## src/rtl/pulse_pkg.sv

```systemverilog
// Shared encodings and helpers for the pulse stretcher.
package pulse_pkg;

  typedef enum logic [1:0] {
    ST_IDLE    = 2'd0,
    ST_ACTIVE  = 2'd1,
    ST_HOLDOFF = 2'd2
  } state_e;

  localparam logic TRUE  = 1'b1;
  localparam logic FALSE = 1'b0;

  // Bits needed to hold the value n; at least one so a zero hold-off still elaborates.
  function automatic int hold_width(input int n);
    return (n < 1) ? 1 : $clog2(n + 1);
  endfunction

endpackage

```

## src/rtl/pulse_down_counter.sv

```systemverilog
// Loadable down counter that saturates at zero; reports when it has reached zero.
module pulse_down_counter #(
  parameter int WIDTH = 16
) (
  input  logic             clk,
  input  logic             reset_n,
  input  logic             load,
  input  logic [WIDTH-1:0] load_val,
  input  logic             dec,
  output logic             zero
);

  logic [WIDTH-1:0] cnt_q;
  logic [WIDTH-1:0] cnt_d;

  // Load has priority over decrement; decrement stops at zero.
  always_comb begin
    cnt_d = cnt_q;
    if (load) begin
      cnt_d = load_val;
    end else if (dec && (cnt_q != '0)) begin
      cnt_d = cnt_q - WIDTH'(1);
    end
  end

  always_ff @(posedge clk or negedge reset_n) begin
    if (!reset_n) begin
      cnt_q <= '0;
    end else begin
      cnt_q <= cnt_d;
    end
  end

  assign zero = (cnt_q == '0);

endmodule

```

## src/rtl/pulse_stretcher.sv

```systemverilog
// Stretches a trigger strobe into a registered pulse of len cycles, followed by a hold-off gap.
// Define RETRIGGER_EN to let a trigger during an active pulse restart its length.
module pulse_stretcher
  import pulse_pkg::*;
#(
  parameter int WIDTH   = 16,
  parameter int HOLDOFF = 2
) (
  input  logic             clk,
  input  logic             reset_n,
  input  logic             trig,
  input  logic [WIDTH-1:0] len,
  input  logic             clr,
  output logic             out,
  output logic             busy,
  output logic             done,
  output logic             overrun,
  output logic [1:0]       dbg_state
);

  localparam int HW = hold_width(HOLDOFF);

  state_e state_q, state_d;
  logic   out_q, out_d;
  logic   busy_q, busy_d;
  logic   done_q, done_d;
  logic   overrun_q, overrun_d;

  logic   len_load, len_dec, len_zero;
  logic   hold_load, hold_dec, hold_zero;
  logic   drop, retrig;

  pulse_down_counter #(.WIDTH(WIDTH)) u_len_cnt (
    .clk      (clk),
    .reset_n  (reset_n),
    .load     (len_load),
    .load_val (len - WIDTH'(1)),
    .dec      (len_dec),
    .zero     (len_zero)
  );

  // The hold-off counter is loaded with HOLDOFF on the completion edge, so the
  // done cycle is followed by HOLDOFF further low, busy cycles.
  pulse_down_counter #(.WIDTH(HW)) u_hold_cnt (
    .clk      (clk),
    .reset_n  (reset_n),
    .load     (hold_load),
    .load_val (HW'(HOLDOFF)),
    .dec      (hold_dec),
    .zero     (hold_zero)
  );

  always_comb begin
    state_d   = state_q;
    out_d     = FALSE;
    done_d    = FALSE;
    len_load  = FALSE;
    len_dec   = FALSE;
    hold_load = FALSE;
    hold_dec  = FALSE;
    drop      = FALSE;
    retrig    = FALSE;

    case (state_q)
      ST_IDLE: begin
        if (trig && (len != '0)) begin
          state_d  = ST_ACTIVE;
          len_load = TRUE;
          out_d    = TRUE;
        end
      end

      ST_ACTIVE: begin
`ifdef RETRIGGER_EN
        retrig = trig && (len != '0);
`else
        drop   = trig;
`endif
        // A retrigger on the final edge takes precedence over completion.
        if (retrig) begin
          len_load = TRUE;
          out_d    = TRUE;
        end else if (len_zero) begin
          done_d = TRUE;
          if (HOLDOFF > 0) begin
            state_d   = ST_HOLDOFF;
            hold_load = TRUE;
          end else begin
            state_d = ST_IDLE;
          end
        end else begin
          len_dec = TRUE;
          out_d   = TRUE;
        end
      end

      ST_HOLDOFF: begin
        drop = trig;
        if (hold_zero) begin
          state_d = ST_IDLE;
        end else begin
          hold_dec = TRUE;
        end
      end

      default: begin
        state_d = ST_IDLE;
      end
    endcase

    overrun_d = drop ? TRUE : (clr ? FALSE : overrun_q);
    busy_d    = (state_d != ST_IDLE);
  end

  always_ff @(posedge clk or negedge reset_n) begin
    if (!reset_n) begin
      state_q   <= ST_IDLE;
      out_q     <= FALSE;
      busy_q    <= FALSE;
      done_q    <= FALSE;
      overrun_q <= FALSE;
    end else begin
      state_q   <= state_d;
      out_q     <= out_d;
      busy_q    <= busy_d;
      done_q    <= done_d;
      overrun_q <= overrun_d;
    end
  end

  assign out       = out_q;
  assign busy      = busy_q;
  assign done      = done_q;
  assign overrun   = overrun_q;
  assign dbg_state = state_q;

endmodule

```

## config.mk

```make
export PLATFORM = sky130hd
export DESIGN_NAME = pulse_stretcher
export DESIGN_NICKNAME = d
export VERILOG_FILES = /design/src/rtl/pulse_pkg.sv /design/src/rtl/pulse_down_counter.sv /design/src/rtl/pulse_stretcher.sv
export SDC_FILE = /design/constraint.sdc
export NUM_CORES = 1
export LEC_CHECK = 0
export CORE_MARGIN = 3
export CORE_UTILIZATION = 42
export DETAILED_ROUTE_END_ITERATION = 6
export DONT_BUFFER_PORTS = 1
export GPL_TIMING_DRIVEN = 0
export MAX_ROUTING_LAYER = met4
export PLACE_DENSITY_LB_ADDON = 0.2
export SYNTH_ARGS = -nofsm -noshare
export SYNTH_HDL_FRONTEND = slang
export SYNTH_HIERARCHICAL = 1
export SYNTH_SLANG_ARGS = --single-unit
```

## constraint.sdc

```tcl
create_clock -name clk -period 2.5 [get_ports clk]
set_clock_uncertainty 0.15 [all_clocks]
set_input_delay 0.375 -clock clk [delete_from_list [all_inputs] [get_ports clk]]
set_output_delay 0.375 -clock clk [all_outputs]
set_load 0.05 [all_outputs]
```

==> results of run 1 <==
==> layer usage <==
metal  up-vias  GRT usage (%)  wire, um
li1        829              -         -
met1       772           24.8      2070
met2        43           28.6      2050
met3         4           2.91       215
met4         0           6.05        42
met5         -              -         0
==> cell families (layout without fill, tap and decap cells) <==
family          after synthesis  after routing
compound gates               42             42
other cells                   2              2
simple gates                102            102
xor+xnor                     14             14
fa+ha+maj                     7              7
flops                        24             24
mux                           3              3
buf+inv                      21             43
==> synthesized netlist by cell type, types with 6 or more instances <==
cell	instances	area, sq um
a21oi_1	9	45.0
a31oi_1	8	50.1
dfrtp_1	24	601
ha_1	7	87.6
inv_1	16	60.1
nand2_1	21	78.8
nand3_1	6	30.0
nor2_1	18	67.6
nor2b_1	8	50.1
nor3_1	6	30.0
nor4_1	6	37.5
o21ai_0	6	30.0
o21ai_1	6	30.0
xnor2_1	9	78.8
==> stage by stage <==
step                      hold WS (ns)  instances
after global placement         -0.0698        265
after detailed placement       -0.0697        265
after floorplan                -0.0706        215
after global routing            0.0522        287
after CTS                       0.0622        279
final                           0.0602        287
==> power by group through the flow <==
stage	clock, uW	sequential [uW]	combinational (uW)
after floorplan	0	799	556
after global placement	0	847	656
after detailed placement	0	849	666
after CTS	277	858	789
after global routing	296	931	966
final	273	904	861
==> how the worst max path moves through the flow <==
stage / cells after the start / from / endpoint / slack (ns)
finish: 9 / u_len_cnt/cnt_q[7] / u_len_cnt/cnt_q[6] / 0.05
global route: 11 / u_len_cnt/cnt_q[0] / u_len_cnt/cnt_q[7] / -0.09
CTS: 9 / u_len_cnt/cnt_q[11] / u_len_cnt/cnt_q[6] / 0.02
detailed placement: 10 / u_len_cnt/cnt_q[0] / u_len_cnt/cnt_q[6] / -0.52
global placement: 10 / u_len_cnt/cnt_q[0] / u_len_cnt/cnt_q[6] / -0.50
floorplan: 10 / u_len_cnt/cnt_q[0] / u_len_cnt/cnt_q[11] / 0.03
==> sequential cells by signal, indices dropped and copies added (netlist names) <==
signal,flops
dbg_state,2
out,1
u_len_cnt/cnt_q,16
busy,1
u_hold_cnt/cnt_q,2
done,1
overrun,1
==> critical path, delay by kind of cell, from the launching register on <==
kind / cells / cell delay, ns
DFF: 1 / 0.48
AOI/OAI and AO/OA: 2 / 0.29
and+or+nand+nor: 5 / 1.12
buffers and inverters: 2 / 0.29
==> final cells by class <==
class	count	area, sq um	area share, %
multi-input cells	170	1240	56.2
flip-flops and latches	24	603	27.4
repair buffers	20	165	7.50
well taps	50	62.6	2.84
inverters	16	60.1	2.73
clock buffers	4	55.1	2.50
plain buffers	3	18.8	0.853
==> repair_timing <==
action | in CTS | in global routing
endpoints found under the setup margin | 21 | 14
pin swaps | 1 | 4
hold buffers | 2 | 0
hold endpoints to repair | 24 | 0
resized for setup | 10 | 7
setup buffers | 8 | 10
==> results, run 1 <==
- The flow ran to the end, and the final reports show no timing, DRC or antenna violations.
- The clock share of power is 13.4%.
- The setup violation total in the final timing report is 0.
- The startpoint identified for the worst hold timing path is clr.
- In this run, synthesis produced a sequential element count of 24.
- CTS built an H-tree with a depth of 1.
- The leading cell type in the layout, fill and taps excluded is dfrtp_1.
- The endpoint of the worst hold-timing path is overrun.
- Before antenna repair, the detailed router went through 5 iterations.
- The post-route netlist has 20.7% of its cells at a drive strength greater than 1.
- The maximum fanout along the worst path is 8.
- The worst slew slack as a fraction of its limit is 65.1%.
- The number of failing hold endpoints at the final stage came to 0.
- In this run switching power makes up 44.5% of total power.
- The number of slew-limit violations in the final report came to 0.
- The weighted congestion reported at the end of routability-driven placement is 0.896.
- The number of cells on the worst reg-to-reg path is 9.
- The region available for standard cell placement spans 0.00412 sq mm.
- The number of antenna violations at the first check in global routing is 0.
- The layout has 385 filler cells.
- The average cell area after synthesis is 8.54 sq um.
- The pin count of the biggest net entering global routing is 25.
- Summing the areas of all compound-gate instances in the mapped netlist gives 15.6% of the synthesized area.
- The minimum clock period is 2.45 ns.
- The count of clock tree sinks is 24.
- The data arrival at the endpoint of the critical path is 2.45 ns.
- In this run, synthesis inferred 0 flip-flops with an integrated enable.
- The actual slew at the worst max-slew pin is 0.519 ns.
- The floorplan step defined a die boundary enclosing 0.00520 sq mm.
- The horizontal die dimension is 72.1 um.
- The share of synthesized cell area in and, or, nand and nor gates is 33.4%.
- The leakage component of the power is 0.000899 uW.
- The wire length per cell after detailed routing is 15.3 um.
- The number of antenna diodes in the final layout is 0.
- The Yosys step of the flow raised 6 warnings.
- The worst endpoint required time is 2.51 ns.
- Summing every instance area after synthesis gives 0.00184 sq mm.
- The number of global-route vias before repair was 1620.
- The origin of the critical flop-to-flop path is u_len_cnt/cnt_q[7].
- The clock insertion delay at the later pin of the skew report is 0.27 ns.
- Once layout is complete, the utilization of the core stands at 53.5%.
- The worst setup path is captured at a flip-flop.
- The final worst-path setup slack is 0.0537 ns.
- The count of vias placed by the detailed router is 1648.
- The power consumption is 2040 uW.
- Setup repair after global routing could not meet its margin everywhere.
- When the netlist entered floorplanning its net count stood at 242.
- The kind of launch point of the worst setup path is a flip-flop.
- The classification of the worst-slack hold path is input pin to flip-flop.
- The die span in y is 72.1 um.
- The clock tree from TritonCTS is done.
- The number of maximum-capacitance violations is 0.
- Dividing the detail-routed via count by the number of cells gives 5.74.
- The post-place setup slack is -0.523 ns.
- After detailed placement, the total cell area comes to 0.00191 sq mm.
- The critical path class is flip-flop to flip-flop.
- After clock tree synthesis, the clock-pin slew on the worst setup and hold paths is 0.09 ns.
- The sum of routed wire length over all layers is 4380 um.
- For this run, the slowest stage of the critical path takes 0.48 ns.
- The sequential fraction of the synthesis area is 32.7%.
- The net switching power is 907 uW.
- The total overflow left after global routing is 0.
- For this design the top-level I/O count stands at 26.
- Leaving out fill and tap cells, the most frequent cells in the layout are 22 x dfrtp_1, 19 x nand2_1, 18 x nor2_1, 18 x buf_4, 13 x inv_1.
- The number of cell rows is 23.
- The part of the cycle the worst path needs is 97.9%.
- The total clock buffers created by CTS is 3.
- The cell sitting at the root of the clock tree is a clkbuf_8.
- The number of distinct standard cells referenced by the synthesized netlist is 46.
- Counting flops with an async set or reset pin after synthesis yields a share of 100%.
- The first-pass GRT wire length is 7430 um.
- The cell-internal power is 1130 uW.
- The cell with the biggest individual delay on the critical path is dfrtp_1.
- For this design the ratio of total power to cell area is 926 mW/mm^2.
- The final net count is 265.
- The detailed placer's ending HPWL is 3150 um.
- The synthesized-area fraction occupied by adder cells is 4.77%.
- The number of remaining DRC errors is 0.
- In the global route stage, overall resource usage came out at 18.5%.
- The detailed router finished its first iteration with 86 violations.
- Setup slack on the worst reg-to-reg path comes out at 0.05 ns.
- From synthesis to final layout, the design area changed by 19.8%.
- Derived from the worst setup path, the maximum achievable clock frequency is 0.409 GHz.
- The combinational share of power is 42.2%.
- Once the floorplan was initialized, standard cells occupied 44.6% of the core.
- The largest vdd supply drop is 619 uV.
- In this run the critical register-to-register path is captured at u_len_cnt/cnt_q[6].
- In the synthesized netlist, the number of instances is 215.
- The sequential group share of total power is 44.3%.
- The clock passes through at most 2 buffers.
- For the final routed database, the setup TNS stands at 0 ns.
- The xor/xnor cell area share of the yosys netlist is 6.68%.
- The final design area excluding fillers is 0.00220 sq mm.
- The leading register cell type out of synthesis is dfrtp_1.
- The antenna violation net count after detailed routing is 0.
- Along the worst hold path, the cell count comes to 1.
- After synthesis, the largest family of logic cells by area is simple AND/OR/NAND/NOR gates.
- The number of buffers inserted by port buffering is 0.
- The signal on the critical path passes through nor4_4 -> nand4_1 -> inv_2 -> nor2b_4 -> and4bb_2 -> buf_4 -> and2_1 -> a22oi_1 -> o21ai_1.
- The mux contribution to synthesized area is 1.70%.
Note: power is estimated with default switching activity, not from simulation.
==> run 2, diff against run 1 <==
--- a/config.mk
+++ b/config.mk
@@ -6,5 +6,5 @@
 export NUM_CORES = 1
 export LEC_CHECK = 0
-export CORE_MARGIN = 3
+export CORE_MARGIN = 2
 export CORE_UTILIZATION = 42
 export DETAILED_ROUTE_END_ITERATION = 6
--- a/constraint.sdc
+++ b/constraint.sdc
@@ -3,3 +3,3 @@
 set_input_delay 0.375 -clock clk [delete_from_list [all_inputs] [get_ports clk]]
 set_output_delay 0.375 -clock clk [all_outputs]
-set_load 0.05 [all_outputs]
+set_load 0.02 [all_outputs]
==> run 2 against run 1 <==
The flow now finishes with violations (setup timing). Combinational power shrank 3.0%. Clock power shrank 14%. Fmax shrank 3.3%. Largest power group unchanged.
==> results, run 2 (synthesis results as in run 1) <==
- Run status: complete, but fails checks (was finished clean).
- The final reports fail on setup timing.
- The area enclosed by the die boundary is 0.00492 sq mm (was 0.00520 sq mm).
- The area growth from synthesis to layout is 16.3% (was 19.8%).
- The first-pass GRT wire length is 7630 um (was 7430 um).
- The total global routing overflow is 0 (unchanged).
- The worst endpoint required time is 2.54 ns (was 2.51 ns).
- The die span in y is 70.1 um (was 72.1 um).
- The share of the core filled with cells was 49.7% (was 53.5%).
- The number of failing hold endpoints at the final stage is 0 (unchanged).
- The critical path buffer and inverter count is 2 (unchanged).
- The worst slew slack as a fraction of its limit came to 60.5% (was 65.1%).
- Most frequent cells in the layout: 24 x dfrtp_1, 19 x nand2_1, 18 x nor2_1, 13 x inv_1, 11 x buf_4 (was 22 x dfrtp_1, 19 x nand2_1, 18 x nor2_1, 18 x buf_4, 13 x inv_1).
- The final worst-path setup slack was -0.0291 ns (was 0.0537 ns).
- The detailed placer's ending HPWL came to 3250 um (was 3150 um).
- The total number of H-tree levels came to 1 (unchanged).
- The number of cells after detailed placement was 267 (was 265).
- The layout cell share with drive strength beyond 1 is 17.0% (was 20.7%).
- The maximum clock frequency is 0.395 GHz (was 0.409 GHz).
- The number of fillers in the final layout is 425 (was 385).
- The actual slew at the worst max-slew pin is 0.587 ns (was 0.519 ns).
- The final net count was 258 (was 265).
- RSZ-0062 raised after global routing: yes (unchanged).
- The buffer cell driving the clock tree root is clkbuf_8 (unchanged).
- The clock tree from TritonCTS is done (unchanged).
- The I/O pin total is 26 (unchanged).
- The part of the cycle the worst path needs came to 101% (was 97.9%).
- The area of the core region is 0.00429 sq mm (was 0.00412 sq mm).
- The maximum fanout along the worst path is 7 (was 8).
- The power per unit of standard cell area came to 892 mW/mm^2 (was 926 mW/mm^2).
- The number of cell rows is 24 (was 23).
- The leakage component of the power is 0.000860 uW (was 0.000899 uW).
- The detailed-route vias per instance is 5.73 (was 5.74).
- The number of detailed-route iterations in the first pass is 6 (was 5).
- The overall track demand over capacity in global routing is 19.9% (was 18.5%).
- The count of clock tree sinks is 24 (unchanged).
- The setup violation total in the final timing report is 1 (was 0).
- The horizontal die dimension was 70.1 um (was 72.1 um).
- The classification of the worst-slack hold path is input pin to flip-flop (unchanged).
- The count of vias placed by the detailed router is 1609 (was 1648).
- The number of buffers inserted by port buffering came to 0 (unchanged).
- The effective utilization at floorplan is 42.8% (was 44.6%).
- The data arrival at the endpoint of the critical path is 2.57 ns (was 2.45 ns).
- The non-filler instance count after layout is 281 (was 287).
- The number of violations reported at the end of detailed-routing iteration 0 is 94 (was 86).
- The kind of launch point of the worst setup path is a flip-flop (unchanged).
- The number of antenna violations at the first check in global routing was 0 (unchanged).
- The cell with the biggest individual delay on the critical path is or4_4 (was dfrtp_1).
- The weighted congestion reported at the end of routability-driven placement came to 0.848 (was 0.896).
- The clock insertion delay at the later pin of the skew report is 0.26 ns (was 0.27 ns).
- The critical path class is flip-flop to flip-flop (unchanged).
- The sum of routed wire length over all layers is 4610 um (was 4380 um).
- The element type at the critical path end is a flip-flop (unchanged).
- The number of global-route vias before repair was 1594 (was 1620).
- The number of maximum-capacitance violations is 0 (unchanged).
- The clock transition time at the flip-flop clock pins of the worst setup and hold paths is 0.09 ns (about the same).
- The flip-flop count of the largest register after layout is 16 (unchanged).
- The minimum clock period is 2.53 ns (was 2.45 ns).
- The number of antenna cells inserted is 0 (unchanged).
- The leading cell type in the layout, fill and taps excluded is dfrtp_1 (unchanged).
- The total negative slack is -0.0291 ns (was 0 ns).
- The largest buffer count on any clock path is 2 (unchanged).
- The number of slew-limit violations in the final report is 0 (unchanged).
- The antenna violation net count after detailed routing is 0 (unchanged).
- The category of cells accounting for the largest share of critical-path delay was simple AND/OR/NAND/NOR gates (unchanged).
- The largest vdd supply drop is 484 uV (was 619 uV).
- The sequential cell area in the final layout is 601 sq um (was 603 sq um).
- The number of remaining DRC errors is 0 (unchanged).
- Cells along the critical path: inv_2 -> ha_4 -> nor4b_4 -> nand4_1 -> inv_2 -> nor2b_4 -> nor4b_4 -> nand2_2 -> or4_4 -> a31oi_1 (was nor4_4 -> nand4_1 -> inv_2 -> nor2b_4 -> and4bb_2 -> buf_4 -> and2_1 -> a22oi_1 -> o21ai_1).
- The largest register by flop count is u_len_cnt/cnt_q (unchanged).
- The area of the multi-input gates was 0.00124 sq mm (about the same).
- The total clock buffers created by CTS came to 3 (unchanged).
- The wire length per cell after detailed routing is 16.4 um (was 15.3 um).
- The peak per-stage delay on the critical path was 0.51 ns (was 0.48 ns).
- The pin count of the biggest net entering global routing is 25 (unchanged).
## run 2: cell types whose count changed in the layout (fill, tap and decap cells not counted)
cell      before  now
nor4_2         1    0
nor4_1         5    6
or4_1          5    4
and4bb_2       1    0
buf_4         18   11
dfrtp_1       22   24
dfrtp_2        2    0
clkbuf_8       4    3
or4_4          1    2
and4bb_4       0    1
## run 2: power breakdown
| group | switching, uW | internal, uW | leakage [uW] | total [uW] |
|---|---|---|---|---|
| clock network | 127 | 108 | 0.0000216 | 235 |
| logic | 413 | 422 | 0.000561 | 835 |
| registers | 290 | 545 | 0.000277 | 835 |
| total | 829 | 1080 | 0.000860 | 1900 |
## run 2: layout make-up
class                      instances  area share (%)
tap                               52            3.05
inverter                          16            2.81
sequential                        24            28.1
timing repair buffer              13            5.27
buffer                             3           0.879
multi-input combinational        170            57.9
clock buffer                       3            1.93
## run 2: repair_timing
action	in CTS	in global routing
hold buffers	2	0
buffers inserted	9	2
endpoints found under the setup margin	21	12
pin swaps	4	2
cloned	0	0
resized for setup	9	7
endpoints found under the hold margin	24	0
## run 2: worst reg2reg max path, stage by stage (launching register included)
cell and delay (ns):
dfrtp_1 0.39, inv_2 0.07, ha_4 0.16, nor4b_4 0.13, nand4_1 0.16, inv_2 0.08, nor2b_4 0.17, nor4b_4 0.29
nand2_2 0.16, or4_4 0.51, a31oi_1 0.17
## run 2: layer usage
layer	GRT usage, %	share of wire, %	vias to the layer above
met2	32.0	50	27
li1	-	-	808
met5	-	0	-
met1	26.4	46	770
met4	4.49	0.63	0
met3	3.75	3.3	4
## run 2: through the flow
stage / hold WS, ns / instance area [sq um] / total power (uW) / setup slack [ns]
after floorplan: -0.0706 / 1850 / 1290 / 0.0279
after global placement: -0.0698 / 1920 / 1440 / -0.413
after detailed placement: -0.0698 / 1920 / 1450 / -0.408
after CTS: 0.0574 / 2090 / 1820 / 0.0222
after global routing: 0.0625 / 2140 / 2040 / -0.113
final: 0.0581 / 2140 / 1900 / -0.0291
## run 2: path summary, 6_finish.rpt
path,startpoint,to,slack [ns],depth (start not counted)
min in group asynchronous,reset_n,u_len_cnt/cnt_q[9],0.38,2
max in group asynchronous,reset_n,out,1.67,2
max,u_len_cnt/cnt_q[0],u_len_cnt/cnt_q[11],-0.03,10
min,clr,overrun,0.06,1
min reg2reg,u_hold_cnt/cnt_q[0],u_hold_cnt/cnt_q[0],0.46,2
max reg2reg,u_len_cnt/cnt_q[0],u_len_cnt/cnt_q[11],-0.03,10
